[src/rtl/ajc_nbit_pattern_const_unit_v.sv]
// ajc_nbit_pattern_const_unit_v
// Registered WIDTH-bit constant/pattern source for the ALU result mux.
// Fixed patterns, a loadable user constant and three steppable generators
// (walking one, up-counter, Galois LFSR) feed a single output register
// with {C,N,V,Z} flags and a one-cycle valid qualifier.
module ajc_nbit_pattern_const_unit_v #(
   parameter int               WIDTH = 8,
   parameter logic [WIDTH-1:0] SEED  = WIDTH'(8'h01),
   parameter logic [WIDTH-1:0] TAPS  = WIDTH'(8'hB8)
) (
   input  logic             Clock,
   input  logic             Resetn,
   input  logic             Enable,
   input  logic [2:0]       Func_Sel,
   input  logic             Step,
   input  logic             Load_En,
   input  logic [WIDTH-1:0] Load_Data,
   output logic [WIDTH-1:0] Const_Result,
   output logic [3:0]       Const_CNVZ,
   output logic             Const_Valid
);

   localparam logic [2:0] SEL_ONES  = 3'b000;
   localparam logic [2:0] SEL_ALT_A = 3'b001;
   localparam logic [2:0] SEL_ALT_5 = 3'b010;
   localparam logic [2:0] SEL_ZEROS = 3'b011;
   localparam logic [2:0] SEL_USER  = 3'b100;
   localparam logic [2:0] SEL_WALK  = 3'b101;
   localparam logic [2:0] SEL_COUNT = 3'b110;
   localparam logic [2:0] SEL_LFSR  = 3'b111;

   logic [WIDTH-1:0] user_reg;
   logic [WIDTH-1:0] walk_reg;
   logic [WIDTH-1:0] count_reg;
   logic [WIDTH-1:0] lfsr_reg;

   logic [WIDTH-1:0] pat_alt;
   logic             step_walk;
   logic             step_count;
   logic             step_lfsr;
   logic [WIDTH-1:0] walk_next;
   logic [WIDTH-1:0] count_next;
   logic [WIDTH-1:0] lfsr_next;
   logic [WIDTH-1:0] result_next;
   logic             carry_next;

   // Alternating pattern with the MSB set (1010...); its inverse is 0101...
   always_comb begin
      pat_alt = '0;
      for (int i = 0; i < WIDTH; i++) begin
         if (((WIDTH - 1 - i) % 2) == 0) pat_alt[i] = 1'b1;
      end
   end

   // Generator step qualifiers and their next-state values.
   always_comb begin
      step_walk  = Enable && Step && (Func_Sel == SEL_WALK);
      step_count = Enable && Step && (Func_Sel == SEL_COUNT);
      step_lfsr  = Enable && Step && (Func_Sel == SEL_LFSR);

      walk_next  = step_walk  ? {walk_reg[WIDTH-2:0], walk_reg[WIDTH-1]} : walk_reg;
      count_next = step_count ? count_reg + 1'b1 : count_reg;

      lfsr_next = lfsr_reg;
      if (step_lfsr) begin
         if (lfsr_reg == '0) lfsr_next = SEED;  // recover from lock-up state
         else                lfsr_next = (lfsr_reg >> 1) ^ (lfsr_reg[0] ? TAPS : '0);
      end

      carry_next = step_count && (count_reg == '1);
   end

   // Output select; generator modes present the post-step value.
   always_comb begin
      result_next = '0;
      unique case (Func_Sel)
         SEL_ONES:  result_next = '1;
         SEL_ALT_A: result_next = pat_alt;
         SEL_ALT_5: result_next = ~pat_alt;
         SEL_ZEROS: result_next = '0;
         SEL_USER:  result_next = Load_En ? Load_Data : user_reg;
         SEL_WALK:  result_next = walk_next;
         SEL_COUNT: result_next = count_next;
         SEL_LFSR:  result_next = lfsr_next;
         default:   result_next = '0;
      endcase
   end

   // User constant loads independently of Enable.
   always_ff @(posedge Clock or negedge Resetn) begin
      if (!Resetn)      user_reg <= '0;
      else if (Load_En) user_reg <= Load_Data;
   end

   // Generator registers; next values already hold when not stepping.
   always_ff @(posedge Clock or negedge Resetn) begin
      if (!Resetn) begin
         walk_reg  <= WIDTH'(1);
         count_reg <= '0;
         lfsr_reg  <= SEED;
      end else begin
         walk_reg  <= walk_next;
         count_reg <= count_next;
         lfsr_reg  <= lfsr_next;
      end
   end

   // Output register: result and flags update together under Enable.
   always_ff @(posedge Clock or negedge Resetn) begin
      if (!Resetn) begin
         Const_Result <= '0;
         Const_CNVZ   <= 4'b0000;
         Const_Valid  <= 1'b0;
      end else if (Enable) begin
         Const_Result <= result_next;
         Const_CNVZ   <= {carry_next, result_next[WIDTH-1], 1'b0, ~|result_next};
         Const_Valid  <= 1'b1;
      end else begin
         Const_Valid  <= 1'b0;
      end
   end

endmodule

[config.mk]
export PLATFORM = sky130hd
export DESIGN_NAME = ajc_nbit_pattern_const_unit_v
export DESIGN_NICKNAME = d
export VERILOG_FILES = /design/src/rtl/ajc_nbit_pattern_const_unit_v.sv
export SDC_FILE = /design/constraint.sdc
export NUM_CORES = 1
export LEC_CHECK = 0
export ABC_AREA = 1
export BUFFER_PORTS_ARGS = -buffer_cell sky130_fd_sc_hd__buf_4
export CORE_AREA = 2 2 87 55
export DETAILED_ROUTE_END_ITERATION = 12
export DIE_AREA = 0 0 89 57
export GPL_ROUTABILITY_DRIVEN = 0
export GPL_TIMING_DRIVEN = 1
export PLACE_DENSITY_LB_ADDON = 0.08
export SLEW_MARGIN = 10
export SYNTH_ARGS = -nofsm -noshare
export SYNTH_HDL_FRONTEND = slang
export SYNTH_SLANG_ARGS = --single-unit
[constraint.sdc]
create_clock -name Clock -period 1.85 [get_ports Clock]
set_clock_uncertainty 0.1 [all_clocks]
set_input_delay 0.185 -clock Clock [delete_from_list [all_inputs] [get_ports Clock]]
set_output_delay 0.185 -clock Clock [all_outputs]
set_load 0.05 [all_outputs]
* Word-level counts from Yosys, hierarchy flattened
Cells that the tools add are included.
Storage, ports and cells: register bits after elaboration 44, input port bits 16, output and inout bits 13
Operators by class: add/subtract/negate cells 1, eq/ne operators 8, muxes and demuxes 8, bitwise gates (word level) 1, reductions and logical operators 9
Operator list (number):
- one-hot mux 8 bit (8 select lines) | 1
- 2-to-1 mux 8 bit | 6
- equality test 3 bit (second input constant) | 4
- adder 8 x 1 -> 8 bit (second input constant) | 1
- equality test 8 bit (second input constant) | 1
- zero test 8 bit | 1
- OR reduction 8 bit | 1
- bitwise XOR 7 x 8 -> 8 bit | 1
- equality test 3 x 2 -> 1 bit (second input constant) | 2
- logical AND 1 bit | 5
- equality test 3 x 1 -> 1 bit (second input constant) | 1
- zero test 3 bit | 1
- zero test 1 bit | 1
- 2-to-1 mux 1 bit | 1

* Logic depth before layout (Yosys ltp)
Gate-level depths: netlist of the first run.
word-level depth 7, gate-level depth with buffers 13, gate-level depth less buffers 13

* Worst setup path after synthesis of the first run
OpenSTA, ideal clock, no wires.
path type register -> register, start register count_reg[1], end register Const_CNVZ[0], library setup time 0.066 ns, arrival time 1.416 ns, slack 0.268 ns, stages on the path, launching flop included 14, buffers on the path 0, clock period less this slack 1.582 ns, cells stage by stage dfrtp_1 -> ha_1 -> nand2_1 -> nor2_1 -> nand2_1 -> nand2_1 -> nand2_1 -> nand2_1 -> nor2_1 -> nor2_1 -> nand2_1 -> nor2_1 -> nand2_1 -> nand2_1
Between the ends: longest elaborated chain between the ends 5
Ends and longest elaborated chain:
- from (decl) | RTL line 34 | logic [WIDTH-1:0] count_reg;
- from (signal assigned) | RTL line 103 | count_reg <= count_next;
- adder 8 x 1 -> 8 bit | RTL line 62 | count_next = step_count ? count_reg + 1'b1 : count_reg;
- 2-to-1 mux 8 bit (*) | RTL line 62
- one-hot mux 8 bit (8 select lines) (*) | RTL line 76 | unique case (Func_Sel)
- OR reduction 8 bit (*) | RTL line 116 | Const_CNVZ <= {carry_next, result_next[WIDTH-1], 1'b0, ~|result_next};
- zero test 1 bit (*) | RTL line 116
- to (signal assigned) | RTL line 116
- to (decl) | RTL line 19 | output logic [3:0] Const_CNVZ,
Every way passes the cells marked *; elsewhere a longest branch is shown, timed or not. A chain may end at the register's enable or synchronous reset.

* Worst setup path in the final report of the first run
start register count_reg[0], end register Const_Result[4]
Between the ends: longest elaborated chain between the ends 3
Ends and longest elaborated chain:
- adder 8 x 1 -> 8 bit | RTL line 62
- 2-to-1 mux 8 bit | RTL line 62
- one-hot mux 8 bit (8 select lines) | RTL line 76
- to (signal assigned) | RTL line 115 | Const_Result <= result_next;
- to (decl) | RTL line 18 | output logic [WIDTH-1:0] Const_Result,
No other way between the ends.

==> results of run 1 <==
cell type report:
cell class	count	share of cell area [%]
tap	63	2.79
clock buffer	7	3.41
timing repair buffer	36	9.75
inverter	55	7.31
sequential	43	38.3
multi-input combinational	211	38.2
clock inverter	1	0.266
critical path: stages (launching register included):
cell     delay [ps]
dfrtp_1         440
ha_1            220
nand2_2         100
o21ai_0         170
nand2_1          70
nand2_1          60
nand2_1          60
nor2_1          110
nor2_2           60
buf_4           130
o21ai_0         140
per-stage QoR:
step	area, um^2	utilization [%]
after floorplan	2400	-
after global placement	2670	61.1
after detailed placement	2670	61.1
after CTS	2800	64.0
after global routing	2820	64.5
final	2820	64.5
synth_stat cells:
library cell	number
nor2_2	6
nand3_1	30
dfrtp_1	41
nor2_4	2
o21a_1	10
nand2_1	75
nand3_2	3
o211ai_2	1
ha_1	1
buf_2	1
xor2_1	1
inv_2	2
inv_1	53
dfstp_2	2
and2_1	14
nand4_1	2
nand3_4	1
o21ai_2	2
xnor2_1	3
o21ai_0	9
o211ai_1	2
nand2_4	1
nand2_2	3
clkbuf_1	2
conb_1	1
buf_4	2
nor2_1	42
buf_6	2
clkbuf_2	1
nor3_1	1
nand4_2	1
path summary, 6_finish.rpt:
| check | end |
|---|---|
| worst min register to register | Const_CNVZ[3] |
| worst max-delay path | Const_Result[4] |
| max in group asynchronous | count_reg[1] |
| min in group asynchronous | user_reg[1] |
| worst max register to register | Const_Result[4] |
| worst min-delay path | Const_Result[1] |
repair_timing:
action,4_1_cts,5_1_grt
hold buffers,2,0
buffers inserted,0,1
hold endpoints to repair,42,0
resized for setup,1,6
pin swaps,0,1
setup endpoints to repair,1,2
routing by layer:
metal,vias up,global-route usage (%),part of all wire [%]
met5,-,0,0
met4,0,5.76,0.59
met3,3,4.78,6.3
met2,49,29.4,38
met1,873,38.1,55
li1,1036,-,-
cell families (layout without fill, tap and decap cells):
family,Yosys count,in the layout
simple gates,181,181
buf+inv,63,99
flops,43,43
compound gates,24,24
xor+xnor,4,4
fa+ha+maj,1,1
other cells,1,1
power by group through the flow:
stage / clock, mW / sequential (mW) / combinational [mW]
2_1_floorplan: 0 / 1.28 / 0.464
3_3_place_gp: 0 / 1.23 / 0.724
3_5_place_dp: 0 / 1.23 / 0.725
4_1_cts: 0.693 / 1.22 / 0.736
5_1_grt: 0.729 / 1.25 / 0.853
6_report: 0.680 / 1.22 / 0.759
==> reports/qor.txt, run 1 <==
Status: complete, no violations
Worst Tran Pin Value: 533 ps
Die area: 5070 um^2
Clk slew on worst S/H paths: 90 ps
Row count: 19
Core ar.: 4370 um^2
F_max: 580 MHz
Top cell type's share of synthesized area: 42.7%
CP Launch Type: flip-flop
Lkg Pwr: 1.44 nW
Initial antenna violation count: 0
Sequential Power Share: 45.9%
Area leader, netlist: dfrtp_1
Synth Area in XOR/XNOR: 1.46%
FILL cells: 399
Pre-Repair DR Iteration Count: 4
Number of CTS-inserted buffers: 5
Commonest non-fill, non-tap cells in the layout: nand2_1, inv_1, dfrtp_1
Post-place setup slack: -48.9 ps
Internal: 1.71 mW
Type of destination of the critical path: flip-flop
Final Max Slew Viols: 0
Max-cap violations: 0
1st-iter DRT viols: 114
Fin crit share: 93.2%
TNS Setup: 0 ps
Worst vdd ir: 0.603 mV
Worst path required time: 1970 ps
Post-synthesis sequential area ratio: 44.9%
Hold WC Path Type: in2reg
DRT antenna net count: 0
Normalized max-slew margin: 64.4%
PwrDens: 943 nW/um^2
Fin Hold WS: 47.7 ps
Placed Cells: 405
R2r startpoint: count_reg[0]
Synthesized cell area: 2400 um^2
Final setup viols: 0
Worst Slack Setup Final: 126 ps
H-tree lvl count: 2
Register Area: 1080 um^2
Clk_lat worst skew: 300 ps
Clk root buf: clkbuf_8
# diodes: 0
Hold_sp: Enable
DRC Markers: 0
Die width: 89 um
WHS Path Cells: 3
Syn-to-layout area delta: 17.6%
Compound-Gate Fraction of Synth Area: 6.88%
Largest net degree at the start of global routing: 44
Layout cells sized above 1: 20.4%
Global-route wire length before repair: 8650 um
Reg2Reg Setup Slack: 130 ps
Total power: 2.66 mW
DP Wirelength: 3850 um
Net Sw Frac: 35.8%
Post-Syn Area per Cell: 7.57 um^2
Adder-cell share of the synthesized area: 0.521%
Grt ovf: 0
Vias: 1961
Synth warn: 0
Final hold vios: 0
Synth unique cells: 31
Initial core utilization: 54.9%
Register bit count reported by yosys: 43
CTS Buffer Depth: 2
CP Launch Point: count_reg[0]
Main combinational cell family by area after synthesis: simple AND/OR/NAND/NOR gates
Filler-free cell count of the finished design: 416
WS Path Type: reg2reg
Vias per inst: 4.71
Drt total wl: 5060 um
Top Ports: 29
Syn nets: 334
Top post-synthesis cells by area: dfrtp_1, nand2_1, inv_1, nor2_1, nand3_1
Worst Path Arrival: 1850 ps
Cells after Synth: 317
Psw: 0.952 mW
Clock power frac: 25.5%
Crit path time final: 1720 ps
Die Span Y: 57 um
Mux share of post-synthesis cell area: 0%
WL/cell: 12.2 um
Gate power share: 28.5%
Area of the multi-input gates: 1080 um^2
I/O Buffers: 27
Crit-path max FO: 5
Worst-case reg-to-reg path depth: 10
Simple-gate area share of the yosys netlist: 35.2%
CTS tree: done
Most common library cell in the layout ignoring fill and taps: nand2_1
Fin nets: 369
Sink Count: 43
All-Layer GR Usage: 22.7%
Vias in the first global route: 1795
Note: power is estimated with default switching activity, not from simulation.
==> inputs of run 2 (changes only) <==
--- a/config.mk
+++ b/config.mk
@@ -6,7 +6,7 @@
 export NUM_CORES = 1
 export LEC_CHECK = 0
 export ABC_AREA = 1
-export BUFFER_PORTS_ARGS = -buffer_cell sky130_fd_sc_hd__buf_4
+export BUFFER_PORTS_ARGS = -buffer_cell sky130_fd_sc_hd__buf_2
 export CORE_AREA = 2 2 87 55
 export DETAILED_ROUTE_END_ITERATION = 12
 export DIE_AREA = 0 0 89 57
==> run 2 against run 1 <==
  * Power is 3.2% higher
  * Via count up 4.6%
  * Critical endpoint is now Const_CNVZ[0]
  * Clock-buffer cell count is 1 lower
==> reports/qor.txt, run 2 (synthesis gave the netlist of run 1 again) <==
Status: complete, no violations
WL met3: 273 um
Core ar.: 4370 um^2
Hold WC Path Type: in2reg
Cell family with most CP delay: simple AND/OR/NAND/NOR gates
Total power: 2.75 mW
Die area: 5070 um^2
Worst vdd ir: 0.504 mV
Vias per inst: 4.88
Final hold vios: 0
WL/cell: 12.6 um
Max layer used: met4
Initial antenna violation count: 0
Crit-path slowest cell: dfrtp_1
CP peak stage delay: 390 ps
Placed Cells: 405
Max-cap violations: 0
Largest net degree at the start of global routing: 26
Fin crit share: 91.8%
F_max: 589 MHz
DP Wirelength: 4030 um
Initial core utilization: 54.9%
Met2 routed WL: 2110 um
WS Path Type: reg2reg
# diodes: 0
Row count: 19
DRT antenna net count: 0
DRC Markers: 0
Vias in the first global route: 1839
Die width: 89 um
CTS tree: done
CP Launch Type: flip-flop
Post-Route M1 WL: 2860 um
Drt total wl: 5280 um
All-Layer GR Usage: 23.1%
Die Span Y: 57 um
Critical path buffers and inverters: 0
Crit path time final: 1700 ps
Global-route wire length before repair: 8890 um
Clk_lat worst skew: 290 ps
Layout cells sized above 1: 21.0%
Clk slew on worst S/H paths: 80 ps
Worst path required time: 1980 ps
Syn-to-layout area delta: 17.0%
PwrDens: 977 nW/um^2
Final setup viols: 0
Type of destination of the critical path: flip-flop
Sink Count: 43
Lkg Pwr: 1.46 nW
Top Ports: 29
CTS Buffer Depth: 2
I/O Buffers: 27
Commonest non-fill, non-tap cells in the layout: nand2_1, inv_1, dfrtp_1
Fin nets: 373
Number of CTS-inserted buffers: 5
Layout Utilization: 64.2%
1st-iter DRT viols: 95
Most common library cell in the layout ignoring fill and taps: nand2_1
Crit-path cells: ha_2 -> nand2_2 -> nor2_4 -> nand2_1 -> nand2_1 -> nand2_1 -> nand2_1 -> nor2_1 -> nor2_2 -> nand2_1 -> nor2_1 -> nand2_1 -> nand2_1
H-tree lvl count: 2
Grt ovf: 0
Clk root buf: clkbuf_8
Vias: 2051
Filler-free cell count of the finished design: 420
Most common cell on crit path: nand2_1
Crit-path max FO: 3
Pre-Repair DR Iteration Count: 5
Final Max Slew Viols: 0
Worst Path Arrival: 1830 ps
run 2: area by class of cell:
type                            count  area [um^2]
Fill cell                         406         1560
Clock inverter                      2         35.0
Timing Repair Buffer               40          250
Multi-Input combinational cell    211         1080
Sequential cell                    43         1080
Inverter                           55          206
Clock buffer                        6         82.6
Tap cell                           63         78.8
run 2: report_power, final:
group	total, mW	switching, mW	internal, mW	leakage (nW)
clock	0.750	0.314	0.437	0.0612
sequential	1.21	0.123	1.09	0.470
combinational	0.784	0.497	0.287	0.926
run 2: metrics by stage:
stage / setup WS [ps] / hold slack, ps / instance area (um^2) / setup TNS (ps)
floorplan: 268 / -211 / 2400 / 0
global placement: 20.4 / 62.5 / 2620 / 0
detailed placement: -64.9 / 60.8 / 2620 / -64.9
CTS: 3.07 / 69.0 / 2770 / 0
global route: -9.70 / 96.5 / 2810 / -9.70
finish: 151 / 74.6 / 2810 / 0
run 2: tightest hold or removal path, cell delays in order:
cell,delay (ps)
buf_2,70
nand2_1,40
inv_1,40
nor2_1,50
inv_1,50
run 2: metal layers:
metal  track usage (%)  up-vias
met3              5.21        5
met4              4.48        0
met1              39.2      945
li1                  -     1051
met2              29.7       50
met5                 0        -
run 2: final timing paths:
check / cells past startpoint / to / slack (ps) / from
worst max-delay path: 13 / Const_CNVZ[0] / 150 / count_reg[0]
worst min-delay path: 5 / user_reg[1] / 70 / Load_Data[1]
worst max register to register: 13 / Const_CNVZ[0] / 150 / count_reg[0]
worst min register to register: 2 / Const_Result[0] / 390 / Const_Result[0]
max in group asynchronous: 3 / walk_reg[0] / 790 / Resetn
min in group asynchronous: 2 / lfsr_reg[6] / 290 / Resetn
run 2: timing repair:
item | 4_1_cts | 5_1_grt
setup endpoints to repair | 1 | 3
hold buffers | 2 | 0
endpoints found under the hold margin | 18 | 0
pin swaps | 0 | 2
buffers inserted | 1 | 4
gates resized for setup | 1 | 5
